## config.mk

```make
export PLATFORM = sky130hd
export DESIGN_NAME = board_move_master
export DESIGN_NICKNAME = d
export VERILOG_FILES = /design/src/rtl/board_move_master.sv
export SDC_FILE = /design/constraint.sdc
export NUM_CORES = 1
export LEC_CHECK = 0
export CORE_MARGIN = 2
export CORE_UTILIZATION = 25
export CTS_CLUSTER_SIZE = 30
export DETAILED_ROUTE_END_ITERATION = 12
export PLACE_DENSITY = 0.52
export SLEW_MARGIN = 40
export SYNTH_ARGS = -nofsm -noshare
export SYNTH_HDL_FRONTEND = slang
export SYNTH_SLANG_ARGS = --single-unit
```

## constraint.sdc

```tcl
create_clock -name CLK -period 1.68 [get_ports CLK]
set_input_delay 0.336 -clock CLK [delete_from_list [all_inputs] [get_ports CLK]]
set_output_delay 0.336 -clock CLK [all_outputs]
set_load 0.005 [all_outputs]
```

## src/rtl/board_move_master.sv

```systemverilog
// Avalon-MM master that performs one chess move on a 64 x 4-bit board RAM:
// read source, read destination, check legality, write destination, clear source.
module board_move_master #(
  parameter logic [3:0] EMPTY_CODE = 4'hC,
  parameter int         RD_LATENCY = 1
) (
  input  logic       CLK,
  input  logic       RESET_N,
  input  logic       MOVE_VALID,
  output logic       MOVE_READY,
  input  logic [5:0] MOVE_SRC,
  input  logic [5:0] MOVE_DST,
  output logic       MOVE_DONE,
  output logic       MOVE_ERR,
  output logic [3:0] MOVED_PIECE,
  output logic [3:0] CAPTURED_PIECE,
  output logic       AVL_CS,
  output logic       AVL_READ,
  output logic       AVL_WRITE,
  output logic [5:0] AVL_ADDR,
  output logic [3:0] AVL_WRITEDATA,
  input  logic [3:0] AVL_READDATA
);

  localparam int CW = (RD_LATENCY > 1) ? $clog2(RD_LATENCY) : 1;

  typedef enum logic [2:0] {
    S_IDLE, S_RD_SRC, S_WAIT_SRC, S_RD_DST, S_WAIT_DST, S_WR_DST, S_WR_SRC, S_DONE
  } state_e;

  state_e          state_q, state_d;
  logic [5:0]      src_q, src_d, dst_q, dst_d;
  logic [3:0]      moved_q, moved_d, captured_q, captured_d;
  logic            err_q, err_d;
  logic [CW-1:0]   wait_q, wait_d;
  logic            wait_last;

  assign wait_last = (wait_q == CW'(RD_LATENCY - 1));

  // NOTE: state registers use non-blocking assignments so every flop samples
  // the pre-edge values of the others, regardless of process ordering.
  always_ff @(posedge CLK) begin
    if (!RESET_N) begin
      state_q    <= S_IDLE;
      src_q      <= '0;
      dst_q      <= '0;
      moved_q    <= EMPTY_CODE;
      captured_q <= EMPTY_CODE;
      err_q      <= 1'b0;
      wait_q     <= '0;
    end else begin
      state_q    <= state_d;
      src_q      <= src_d;
      dst_q      <= dst_d;
      moved_q    <= moved_d;
      captured_q <= captured_d;
      err_q      <= err_d;
      wait_q     <= wait_d;
    end
  end

  // NOTE: every variable gets a default before the case so no path leaves
  // one unassigned, which would otherwise infer a latch.
  always_comb begin
    state_d    = state_q;
    src_d      = src_q;
    dst_d      = dst_q;
    moved_d    = moved_q;
    captured_d = captured_q;
    err_d      = err_q;
    wait_d     = wait_q;
    case (state_q)
      S_IDLE: begin
        wait_d = '0;
        if (MOVE_VALID) begin
          src_d   = MOVE_SRC;
          dst_d   = MOVE_DST;
          err_d   = (MOVE_SRC == MOVE_DST);
          state_d = (MOVE_SRC == MOVE_DST) ? S_DONE : S_RD_SRC;
        end
      end
      S_RD_SRC: begin
        wait_d  = '0;
        state_d = S_WAIT_SRC;
      end
      S_WAIT_SRC: begin
        if (wait_last) begin
          moved_d = AVL_READDATA;
          if (AVL_READDATA == EMPTY_CODE) begin
            err_d   = 1'b1;
            state_d = S_DONE;
          end else begin
            state_d = S_RD_DST;
          end
        end else begin
          wait_d = CW'(wait_q + 1'b1);
        end
      end
      S_RD_DST: begin
        wait_d  = '0;
        state_d = S_WAIT_DST;
      end
      S_WAIT_DST: begin
        if (wait_last) begin
          captured_d = AVL_READDATA;
          // Capturing a piece of the mover's own colour is illegal.
          if ((AVL_READDATA != EMPTY_CODE) && (AVL_READDATA[0] == moved_q[0])) begin
            err_d   = 1'b1;
            state_d = S_DONE;
          end else begin
            state_d = S_WR_DST;
          end
        end else begin
          wait_d = CW'(wait_q + 1'b1);
        end
      end
      S_WR_DST: state_d = S_WR_SRC;
      S_WR_SRC: state_d = S_DONE;
      S_DONE:   state_d = S_IDLE;
      default:  state_d = S_IDLE;
    endcase
  end

  always_comb begin
    MOVE_READY    = (state_q == S_IDLE);
    MOVE_DONE     = (state_q == S_DONE);
    MOVE_ERR      = (state_q == S_DONE) && err_q;
    AVL_CS        = 1'b0;
    AVL_READ      = 1'b0;
    AVL_WRITE     = 1'b0;
    AVL_ADDR      = '0;
    AVL_WRITEDATA = '0;
    case (state_q)
      S_RD_SRC: begin
        AVL_CS   = 1'b1;
        AVL_READ = 1'b1;
        AVL_ADDR = src_q;
      end
      S_RD_DST: begin
        AVL_CS   = 1'b1;
        AVL_READ = 1'b1;
        AVL_ADDR = dst_q;
      end
      S_WR_DST: begin
        AVL_CS        = 1'b1;
        AVL_WRITE     = 1'b1;
        AVL_ADDR      = dst_q;
        AVL_WRITEDATA = moved_q;
      end
      S_WR_SRC: begin
        AVL_CS        = 1'b1;
        AVL_WRITE     = 1'b1;
        AVL_ADDR      = src_q;
        AVL_WRITEDATA = EMPTY_CODE;
      end
      default: ;
    endcase
  end

  assign MOVED_PIECE    = moved_q;
  assign CAPTURED_PIECE = captured_q;

endmodule

```

==> flow_metrics.env, run 1 <==
export IMPL_period_minus_slack_ns=1.772
export IMPL_worstMarginPinSlew_ns=0.3868
export IMPL_start_util_pct=26.17
export IMPL_path_max_fanout=4
export IMPL_nets=264
export IMPL_antenna_found_initial=0
export IMPL_cts_hold_buffers=0
export IMPL_critPathBufInv=2
export IMPL_worstReg2RegEnd="err_q"
export IMPL_hold_viol_final=0
export IMPL_r2r_cells=8
export IMPL_ys_warn_count=0
export IMPL_finClkSkew_ns=0.004565
export IMPL_timing_setup_critical_path_class="reg2out"
export IMPL_netlist_instances=170
export IMPL_crit_family="flip-flops"
export IMPL_busiest_layer="met2"
export IMPL_hold_path_depth=3
export IMPL_route_detailed_drc=0
export IMPL_grt_use_total_pct=13.36
export IMPL_reg2reg_from="state_q[2]"
export IMPL_vdd_ir_drop_worst_mv=0.2894
export IMPL_yosys_area_share_adder_pct=0
export IMPL_dr_pass1_iters=4
export IMPL_setup_tns_final_ns=-0.4409
export IMPL_finish_instance_area_sq_mm=0.002216
export IMPL_dpl_hpwl_microns=2867
export IMPL_grtUsageMet2_pct=22.87
export IMPL_fin_hold_ws_ns=0.3622
export IMPL_syn_to_final_growth_pct=64.74
export IMPL_dieArea_sq_mm=0.005983
export IMPL_cap_violations=0
export IMPL_htreeDepth=1
export IMPL_hp_class="in2reg"
export IMPL_crit_path_end_kind="output port"
export IMPL_wl_per_cell_microns=12.32
export IMPL_cts_inserted_buffers=3
export IMPL_yosys_mux_area_fraction_pct=6.698
export IMPL_portBuffers=42
export IMPL_synth_seq_cells=24
export IMPL_critPathMaxStageDelay_ns=0.36
export IMPL_slew_headroom_pct=73.93
export IMPL_clk_pin_slew_ns=0.09
export IMPL_syn_nets=189
export IMPL_routed_wl_microns=3867
export IMPL_grt_max_degree=22
export IMPL_yosys_area_share_simple_pct=25.49
export IMPL_synth_cell_types=35
export IMPL_cts_tree="yes"
export IMPL_critPathArrivalTime_ns=1.44
export IMPL_p_leak_nw=0.9291
export IMPL_synth_top_family_by_area="simple AND/OR/NAND/NOR gates"
export IMPL_setup_ws_ns=-0.09188
export IMPL_die_h_microns=77.35
export IMPL_synth_xor_area_share_pct=5.209
export IMPL_via_per_inst=4.487
export IMPL_hold_path_end="src_q[0]"
export IMPL_via_count=1409
export IMPL_use_met1_pct=17.83
export IMPL_n_antenna_cell=0
export IMPL_layout_drive_gt1_share_pct=29.92
export IMPL_grt_pass1_wl_microns=6541
export IMPL_grt_overflow=0
export IMPL_p_per_area_mw_per_mm2=812.4
export IMPL_cts_sinks=24
export IMPL_violations="setup timing"
export IMPL_num_io_pins=43
export IMPL_start_kind="flip-flop"
export IMPL_n_fill_cell=572
export IMPL_grt_util_met3_pct=2.442
export IMPL_multiInputGateArea_sq_um=868.3
export IMPL_rsz0062_at_grt="true"
export IMPL_grt_pass1_vias=1351
export IMPL_worstPathRequired_ns=1.34
export IMPL_outcome="finished with violations"
export IMPL_num_rows=26
export IMPL_synth_compound_area_share_pct=22.60
export IMPL_final_max_slew_viol_count=0
export IMPL_seqCellArea_sq_um=489.2
export IMPL_path_cells="and2b_2 > buf_6 > a22o_1 > nand2_1 > o21ai_2 > buf_2"
export IMPL_setup_viol=6
export IMPL_die_w_microns=77.35
export IMPL_ant_nets=0
export IMPL_clock_latency_ns=0.26
export IMPL_avgSynthCellArea_sq_um=7.912
export IMPL_syn_area_sq_mm=0.001345
export IMPL_timing_final_crit_share_pct=105.5
export IMPL_core_area_sq_mm=0.005140
export IMPL_hold_path_startpoint="MOVE_SRC[0]"
export IMPL_cp_slowest_cell="dfxtp_2"
export IMPL_placed_area_sq_mm=0.002041
export IMPL_max_freq_mhz=564.4
export IMPL_gp_congestion=0.7381
export IMPL_seq_area_frac_synth_pct=35.72
export IMPL_rrSetupSlack_ns=0.09
export IMPL_clockBufferDepth=2
export IMPL_root_buffer="clkbuf_8"
export IMPL_drtIter0Drc=48
[report_power, final]
group | internal (mW) | switching (mW) | total (mW) | leakage (nW)
Clock | 0.209 | 0.183 | 0.392 | 0.0288
Sequential | 0.633 | 0.0485 | 0.682 | 0.198
Combinational | 0.398 | 0.328 | 0.726 | 0.702
Total | 1.24 | 0.560 | 1.80 | 0.929
[worst min-delay path, cell delays in order]
cell,delay [ns]
dlymetal6s2s_1,0.14
nand2_1,0.06
a21boi_1,0.05
[how the worst max path moves through the flow]
stage,cells past startpoint,from,end,slack (ns)
floorplan,5,state_q[2],AVL_ADDR[2],0.19
finish,6,state_q[0],AVL_ADDR[0],-0.09
global route,6,state_q[0],AVL_ADDR[3],-0.17
CTS,6,state_q[0],AVL_ADDR[2],-0.26
global placement,7,state_q[0],AVL_ADDR[4],-0.22
detailed placement,6,MOVE_DST[3],state_q[1],-0.27
[routing by layer]
| layer | routed length [microns] | up-vias | part of all wire [%] |
|---|---|---|---|
| li1 | - | 732 | - |
| met1 | 1818 | 643 | 47 |
| met2 | 1905 | 32 | 49 |
| met3 | 133 | 2 | 3.4 |
| met4 | 10 | 0 | 0.26 |
| met5 | 0 | - | 0 |
[sequential cells by signal, indices dropped and copies added, names as in the netlist]
name	flops
state_q	3
CAPTURED_PIECE	4
src_q	6
MOVED_PIECE	4
dst_q	6
err_q	1
[what timing repair did]
item | CTS | global route
buffers inserted | 9 | 0
setup endpoints to repair | 16 | 13
pin swaps | 3 | 10
resized for setup | 64 | 21
[stage by stage]
stage	setup WS (ns)	utilization, %	cells	power (mW)
6_report	-0.09188	43.11	314	1.800
5_1_grt	-0.1706	43.11	314	1.924
4_1_cts	-0.2583	42.53	314	1.806
3_5_place_dp	-0.2658	39.70	301	1.338
3_3_place_gp	-0.2204	39.70	301	1.332
2_1_floorplan	0.1934	-	170	0.9962
[cell type report]
class,count,area share [%]
multi-input cells,133,39.19
clock buffers,4,2.484
repair buffers,81,31.96
inverters,2,0.3388
flip-flops and latches,24,22.08
well taps,70,3.953
[cell usage after synthesis]
master    number  share of area, %
a21boi_0       1              0.56
a21boi_1      16               8.9
a21oi_1        2              0.74
a221o_1        1              0.74
a22o_1         5               3.3
a31oi_1        2              0.93
a32o_1         1              0.74
and2_1         2              0.93
and2b_1        1              0.56
and3_1         1              0.47
and3b_1        1              0.65
buf_2          7               2.6
clkbuf_1       4               1.1
dfxtp_1       24                36
inv_1          1              0.28
inv_2          1              0.28
mux2i_1        9               6.7
nand2_1       45                13
nand2b_1       1              0.47
nand3_1        4               1.5
nand3b_1       1              0.56
nand4b_1       1              0.65
nor2_1         9               2.5
nor2b_1        4               1.9
nor3_2         1              0.74
nor3b_1        2               1.1
nor4_2         1              0.93
o21ai_0        7               2.6
o21ai_1        3               1.1
o221ai_1       1              0.65
o22ai_1        1              0.47
o31a_1         1              0.65
o41ai_2        1               1.2
xnor2_1        3               2.0
xor2_1         5               3.3
[placed cells by master (no fill, tap or decap), types with 5 or more instances in the layout]
master            n
a21boi_1         16
buf_4            32
clkdlybuf4s50_1  22
nand2_1          44
dfxtp_1          21
mux2i_1           9
buf_6             5
a22o_1            5
buf_2             8
nor2_1            7
[cells by family (layout without fill, tap and decap cells)]
family | count (synthesis) | count (layout)
AO/OA/AOI/OAI | 42 | 42
XOR/XNOR | 8 | 8
buffers and inverters | 13 | 87
flip-flops | 24 | 24
multiplexers | 9 | 9
AND/OR/NAND/NOR | 74 | 74
(Power assumes the default switching activity.)
==> run 2, diff against run 1 <==
- REMOVE_ABC_BUFFERS: not set -> 1
==> run 2 against run 1 <==
Net effect:
- the run still ends with setup timing left
- cell area rose by 3.0%
- sequential cell count did not move
- non-clock buffer count rose by 5
- first-iteration DRC count rose by 33%
- highest routed layer unchanged
==> flow_metrics.env, run 2 (same netlist as run 1, synthesis figures left out) <==
export IMPL_clockBufferDepth=2
export IMPL_critPathArrivalTime_ns=1.48
export IMPL_root_buffer="clkbuf_8"
export IMPL_grt_overflow=0
export IMPL_htreeDepth=1
export IMPL_n_antenna_cell=0
export IMPL_final_max_slew_viol_count=0
export IMPL_top_regs="dst_q x6, src_q x6"
export IMPL_setup_viol=7
export IMPL_clkPwrFrac_pct=21.5
export IMPL_core_area_sq_mm=0.005140
export IMPL_portBuffers=42
export IMPL_die_h_microns=77.35
export IMPL_outcome="finished with violations"
export IMPL_via_count=1441
export IMPL_grt_max_degree=22
export IMPL_final_util_pct=44.40
export IMPL_via_per_inst=4.517
export IMPL_n_fill_cell=558
export IMPL_pwr_share_seq_pct=36.9
export IMPL_drtIter0Drc=64
export IMPL_routed_wl_microns=3909
export IMPL_start_util_pct=26.17
export IMPL_rrSetupSlack_ns=0.12
export IMPL_grt_pass1_vias=1324
export IMPL_crit_path_end_kind="output port"
export IMPL_cts_inserted_buffers=3
export IMPL_clk_pin_slew_ns=0.09
export IMPL_hold_path_startpoint="MOVE_SRC[3]"
export IMPL_hold_viol_final=0
export IMPL_grt_pass1_wl_microns=6561
export IMPL_p_leak_nw=0.9890
export IMPL_worstReg2RegEnd="err_q"
export IMPL_slew_headroom_pct=72.82
export IMPL_setup_ws_ns=-0.1343
export IMPL_final_cell_mix="nand2_1, buf_4, dfxtp_1"
export IMPL_route_detailed_drc=0
export IMPL_swShare_pct=31.44
export IMPL_worstPathRequired_ns=1.34
export IMPL_num_io_pins=43
export IMPL_period_minus_slack_ns=1.814
export IMPL_syn_to_final_growth_pct=69.67
export IMPL_dpl_hpwl_microns=2896
export IMPL_layout_drive_gt1_share_pct=33.33
export IMPL_hold_path_end="src_q[3]"
export IMPL_finClkSkew_ns=0.003714
export IMPL_pwr_share_comb_pct=41.6
export IMPL_clock_latency_ns=0.26
export IMPL_seqCellArea_sq_um=489.2
export IMPL_cts_tree="yes"
export IMPL_vdd_ir_drop_worst_mv=0.3744
export IMPL_rsz0062_at_grt="true"
export IMPL_timing_setup_critical_path_class="reg2out"
export IMPL_gp_congestion=0.7319
export IMPL_p_sw_mw=0.5805
export IMPL_nets=269
export IMPL_violations="setup timing"
export IMPL_p_per_area_mw_per_mm2=808.9
export IMPL_r2r_cells=8
export IMPL_cts_sinks=24
export IMPL_ant_nets=0
export IMPL_power_internal_mw=1.266
export IMPL_final_common_cell="nand2_1"
export IMPL_cap_violations=0
export IMPL_multiInputGateArea_sq_um=880.8
export IMPL_wl_per_cell_microns=12.25
export IMPL_timing_final_crit_share_pct=108.0
export IMPL_die_w_microns=77.35
export IMPL_reg2reg_from="state_q[2]"
export IMPL_num_rows=26
export IMPL_max_freq_mhz=551.2
export IMPL_start_kind="flip-flop"
export IMPL_antenna_found_initial=0
export IMPL_worstMarginPinSlew_ns=0.4033
export IMPL_hp_class="in2reg"
export IMPL_hold_path_depth=3
export IMPL_dieArea_sq_mm=0.005983
export IMPL_path_max_fanout=4
export IMPL_grt_use_total_pct=13.58
export IMPL_pre_cts_slack_ns=-0.3004
export IMPL_dr_pass1_iters=4
## run 2: timing repair
action	in CTS	in global routing
cloned	0	0
gates resized for setup	77	25
buffers inserted	10	1
setup endpoints to repair	17	24
hold buffers	0	0
pin swaps	12	10
## run 2: power by group through the flow
stage / clock [mW] / combinational, mW / sequential (mW)
final: 0.398 / 0.768 / 0.681
after global routing: 0.436 / 0.841 / 0.690
after CTS: 0.410 / 0.736 / 0.681
after detailed placement: 0 / 0.649 / 0.693
after global placement: 0 / 0.650 / 0.692
after floorplan: 0 / 0.250 / 0.719
## run 2: cell type report
class                   instances  area share (%)
inverters                       2          0.3289
well taps                      70           3.838
repair buffers                 86           33.39
clock buffers                   4           2.412
flip-flops and latches         24           21.44
multi-input cells             133           38.60
## run 2: how the worst max path moves through the flow
stage / start / endpoint / slack [ns] / cells past startpoint
floorplan: state_q[2] / CAPTURED_PIECE[2] / -0.17 / 4
global placement: MOVE_DST[3] / state_q[1] / -0.20 / 6
detailed placement: MOVE_DST[3] / state_q[1] / -0.30 / 6
CTS: state_q[0] / MOVE_DONE / -0.16 / 4
global route: state_q[0] / AVL_ADDR[2] / -0.20 / 6
finish: state_q[0] / AVL_ADDR[2] / -0.13 / 6
## run 2: worst max-delay path: stages, from the launching register on
cell and delay [ns]:
dfxtp_2 0.37, and2b_2 0.25, buf_4 0.14, a22o_1 0.22, nand2_1 0.06, o21ai_2 0.06
buf_2 0.12
## run 2: routing by layer
| metal | part of all wire, % | up-vias | GRT usage (%) |
|---|---|---|---|
| li1 | - | 745 | - |
| met3 | 4.1 | 2 | 1.977 |
| met2 | 47 | 31 | 21.30 |
| met5 | 0 | - | 0 |
| met1 | 48 | 663 | 19.63 |
| met4 | 0.67 | 0 | 3.214 |
## run 2: through the flow
step           TNS (ns)  instance area [sq um]  hold slack [ns]  cells  total power [mW]
2_1_floorplan    -1.076                   1295           0.3979    159            0.9692
3_3_place_gp     -2.241                   2051           0.4434    304             1.342
3_5_place_dp     -2.247                   2051           0.4462    304             1.342
4_1_cts         -0.9331                   2232           0.4582    318             1.827
5_1_grt          -1.119                   2282           0.3624    319             1.966
6_report        -0.6556                   2282           0.3540    319             1.846
==> run 3, diff against run 2 <==
- CAP_MARGIN: not set -> 10
- clock period: 1.68 -> 2 ns (I/O delays scaled with it)
==> run 3 against run 2 <==
Net effect:
- core utilization is 4.7 points lower
- register-to-register slack better by 0.43 ns
- sequential power is 15% lower
- cell count is 7.8% lower
- clock skew is 0.0010 ns lower
- largest cell class unchanged
- die area stayed put
- hold slack better by 0.11 ns
- wire length is 6.0% lower
- non-clock buffer count is 24 lower
- cell area is 11% lower
- the flow now finishes without violations
- combinational power is 33% lower
==> flow_metrics.env, run 3 (same netlist as run 1, synthesis figures left out) <==
export IMPL_layout_drive_gt1_share_pct=15.63
export IMPL_finish_instance_area_sq_mm=0.002042
export IMPL_routed_wl_microns=3676
export IMPL_reg2reg_from="state_q[2]"
export IMPL_num_rows=26
export IMPL_placed_cells=286
export IMPL_setup_tns_final_ns=0
export IMPL_worstMarginPinSlew_ns=0.4314
export IMPL_hp_class="reg2reg"
export IMPL_timing_final_crit_share_pct=97.04
export IMPL_rsz0062_at_grt="false"
export IMPL_start_kind="flip-flop"
export IMPL_hold_path_startpoint="src_q[4]"
export IMPL_htreeDepth=1
export IMPL_p_per_area_mw_per_mm2=675.4
export IMPL_die_h_microns=77.35
export IMPL_clock_latency_ns=0.27
export IMPL_route_detailed_drc=0
export IMPL_root_buffer="clkbuf_8"
export IMPL_grt_util_met3_pct=1.744
export IMPL_hold_path_depth=2
export IMPL_dpl_hpwl_microns=2747
export IMPL_ant_nets=0
export IMPL_num_io_pins=43
export IMPL_via_per_inst=4.588
export IMPL_n_fill_cell=567
export IMPL_cts_tree="yes"
export IMPL_syn_to_final_growth_pct=51.81
export IMPL_outcome="finished clean"
export IMPL_nets=245
export IMPL_dieArea_sq_mm=0.005983
export IMPL_use_met1_pct=17.55
export IMPL_hold_viol_final=0
export IMPL_grtUsageMet2_pct=19.91
export IMPL_setup_viol=0
export IMPL_vdd_ir_drop_worst_mv=0.2890
export IMPL_n_antenna_cell=0
export IMPL_worstReg2RegEnd="dst_q[5]"
export IMPL_crit_path_end_kind="output port"
export IMPL_critPathMaxStageDelay_ns=0.39
export IMPL_max_freq_mhz=515.3
export IMPL_core_area_sq_mm=0.005140
export IMPL_timing_setup_critical_path_class="reg2out"
export IMPL_fin_hold_ws_ns=0.4614
export IMPL_final_max_slew_viol_count=0
export IMPL_slew_headroom_pct=71.17
export IMPL_hold_path_end="src_q[4]"
export IMPL_top_regs="dst_q x6, src_q x6"
export IMPL_final_common_cell="nand2_1"
export IMPL_worstPathRequired_ns=1.60
export IMPL_final_cell_mix="nand2_1, clkdlybuf4s50_1, dfxtp_1"
export IMPL_grt_pass1_vias=1238
export IMPL_grt_use_total_pct=12.51
export IMPL_critPathArrivalTime_ns=1.54
export IMPL_start_util_pct=26.17
export IMPL_gp_congestion=0.7802
export IMPL_cts_inserted_buffers=3
export IMPL_period_minus_slack_ns=1.941
export IMPL_cts_sinks=24
export IMPL_busiest_layer="met2"
export IMPL_die_w_microns=77.35
export IMPL_r2r_cells=6
export IMPL_antenna_found_initial=0
export IMPL_portBuffers=42
export IMPL_cap_violations=0
export IMPL_wl_per_cell_microns=12.50
export IMPL_clockBufferDepth=2
export IMPL_grt_max_degree=22
export IMPL_finClkSkew_ns=0.002692
export IMPL_clk_pin_slew_ns=0.08
export IMPL_path_cells="and2b_2 > a22o_1 > nand2_1 > o21ai_0 > clkdlybuf4s15_1"
export IMPL_grt_overflow=0
export IMPL_drtIter0Drc=77
export IMPL_via_count=1349
export IMPL_path_max_fanout=6
export IMPL_dr_pass1_iters=4
export IMPL_placed_area_sq_mm=0.001916
export IMPL_rrSetupSlack_ns=0.55
export IMPL_finalNonFillerCells=294
export IMPL_grt_pass1_wl_microns=6147
export IMPL_cp_slowest_cell="dfxtp_4"
export IMPL_p_leak_nw=0.8334
-- run 3: cell count changes in the layout (fill, tap and decap cells not counted), sizes merged --
cell / before / now
buf: 55 / 20
clkbuf: 6 / 3
clkdlybuf4s15: 1 / 5
clkdlybuf4s50: 19 / 28
dlygate4sd2: 2 / 5
dlymetal6s2s: 7 / 4
-- run 3: report_power, final --
part / total [mW] / switching, mW / internal, mW
clock network: 0.286 / 0.152 / 0.135
registers: 0.577 / 0.0449 / 0.532
logic: 0.516 / 0.246 / 0.270
total: 1.38 / 0.442 / 0.937
-- run 3: cell type report --
type	count	area, sq um	share of cell area [%]
clock buffers	3	41.29	2.022
inverters	2	7.507	0.3676
multi-input cells	133	824.5	40.38
well taps	70	87.58	4.289
flip-flops and latches	24	491.7	24.08
repair buffers	62	589.3	28.86
-- run 3: what timing repair did --
| action | in CTS | in global routing |
|---|---|---|
| pin swaps | 0 | 1 |
| gates resized for setup | 25 | 11 |
| setup buffers | 2 | 3 |
| hold buffers | 0 | 0 |
| endpoints found under the setup margin | 15 | 9 |
-- run 3: metrics by stage --
| stage | util (%) | worst slack (ns) | power, mW |
|---|---|---|---|
| floorplan | - | 0.1474 | 0.8141 |
| global placement | 37.27 | 0.05381 | 1.073 |
| detailed placement | 37.27 | -0.01602 | 1.069 |
| CTS | 38.80 | -0.09215 | 1.380 |
| global route | 39.73 | 0.0001343 | 1.468 |
| finish | 39.73 | 0.05929 | 1.379 |
-- run 3: layer usage --
metal	vias to the layer above	part of all wire [%]
met3	4	4.6
met1	605	48
met2	48	46
met5	-	0
li1	692	-
met4	0	1.1
-- run 3: how the worst max path moves through the flow --
stage,from,end,cells past startpoint
floorplan,state_q[2],CAPTURED_PIECE[2],4
global placement,MOVE_DST[3],state_q[1],6
detailed placement,MOVE_DST[3],state_q[1],6
CTS,state_q[1],MOVE_READY,3
global route,state_q[0],AVL_ADDR[2],5
finish,state_q[0],AVL_ADDR[2],5
-- run 3: critical path: cells and delay by family (launching register included) --
family | cells | cell delay (ns)
flip-flops | 1 | 0.39
AND/OR/NAND/NOR | 2 | 0.33
buffers and inverters | 1 | 0.23
AO/OA/AOI/OAI | 2 | 0.34
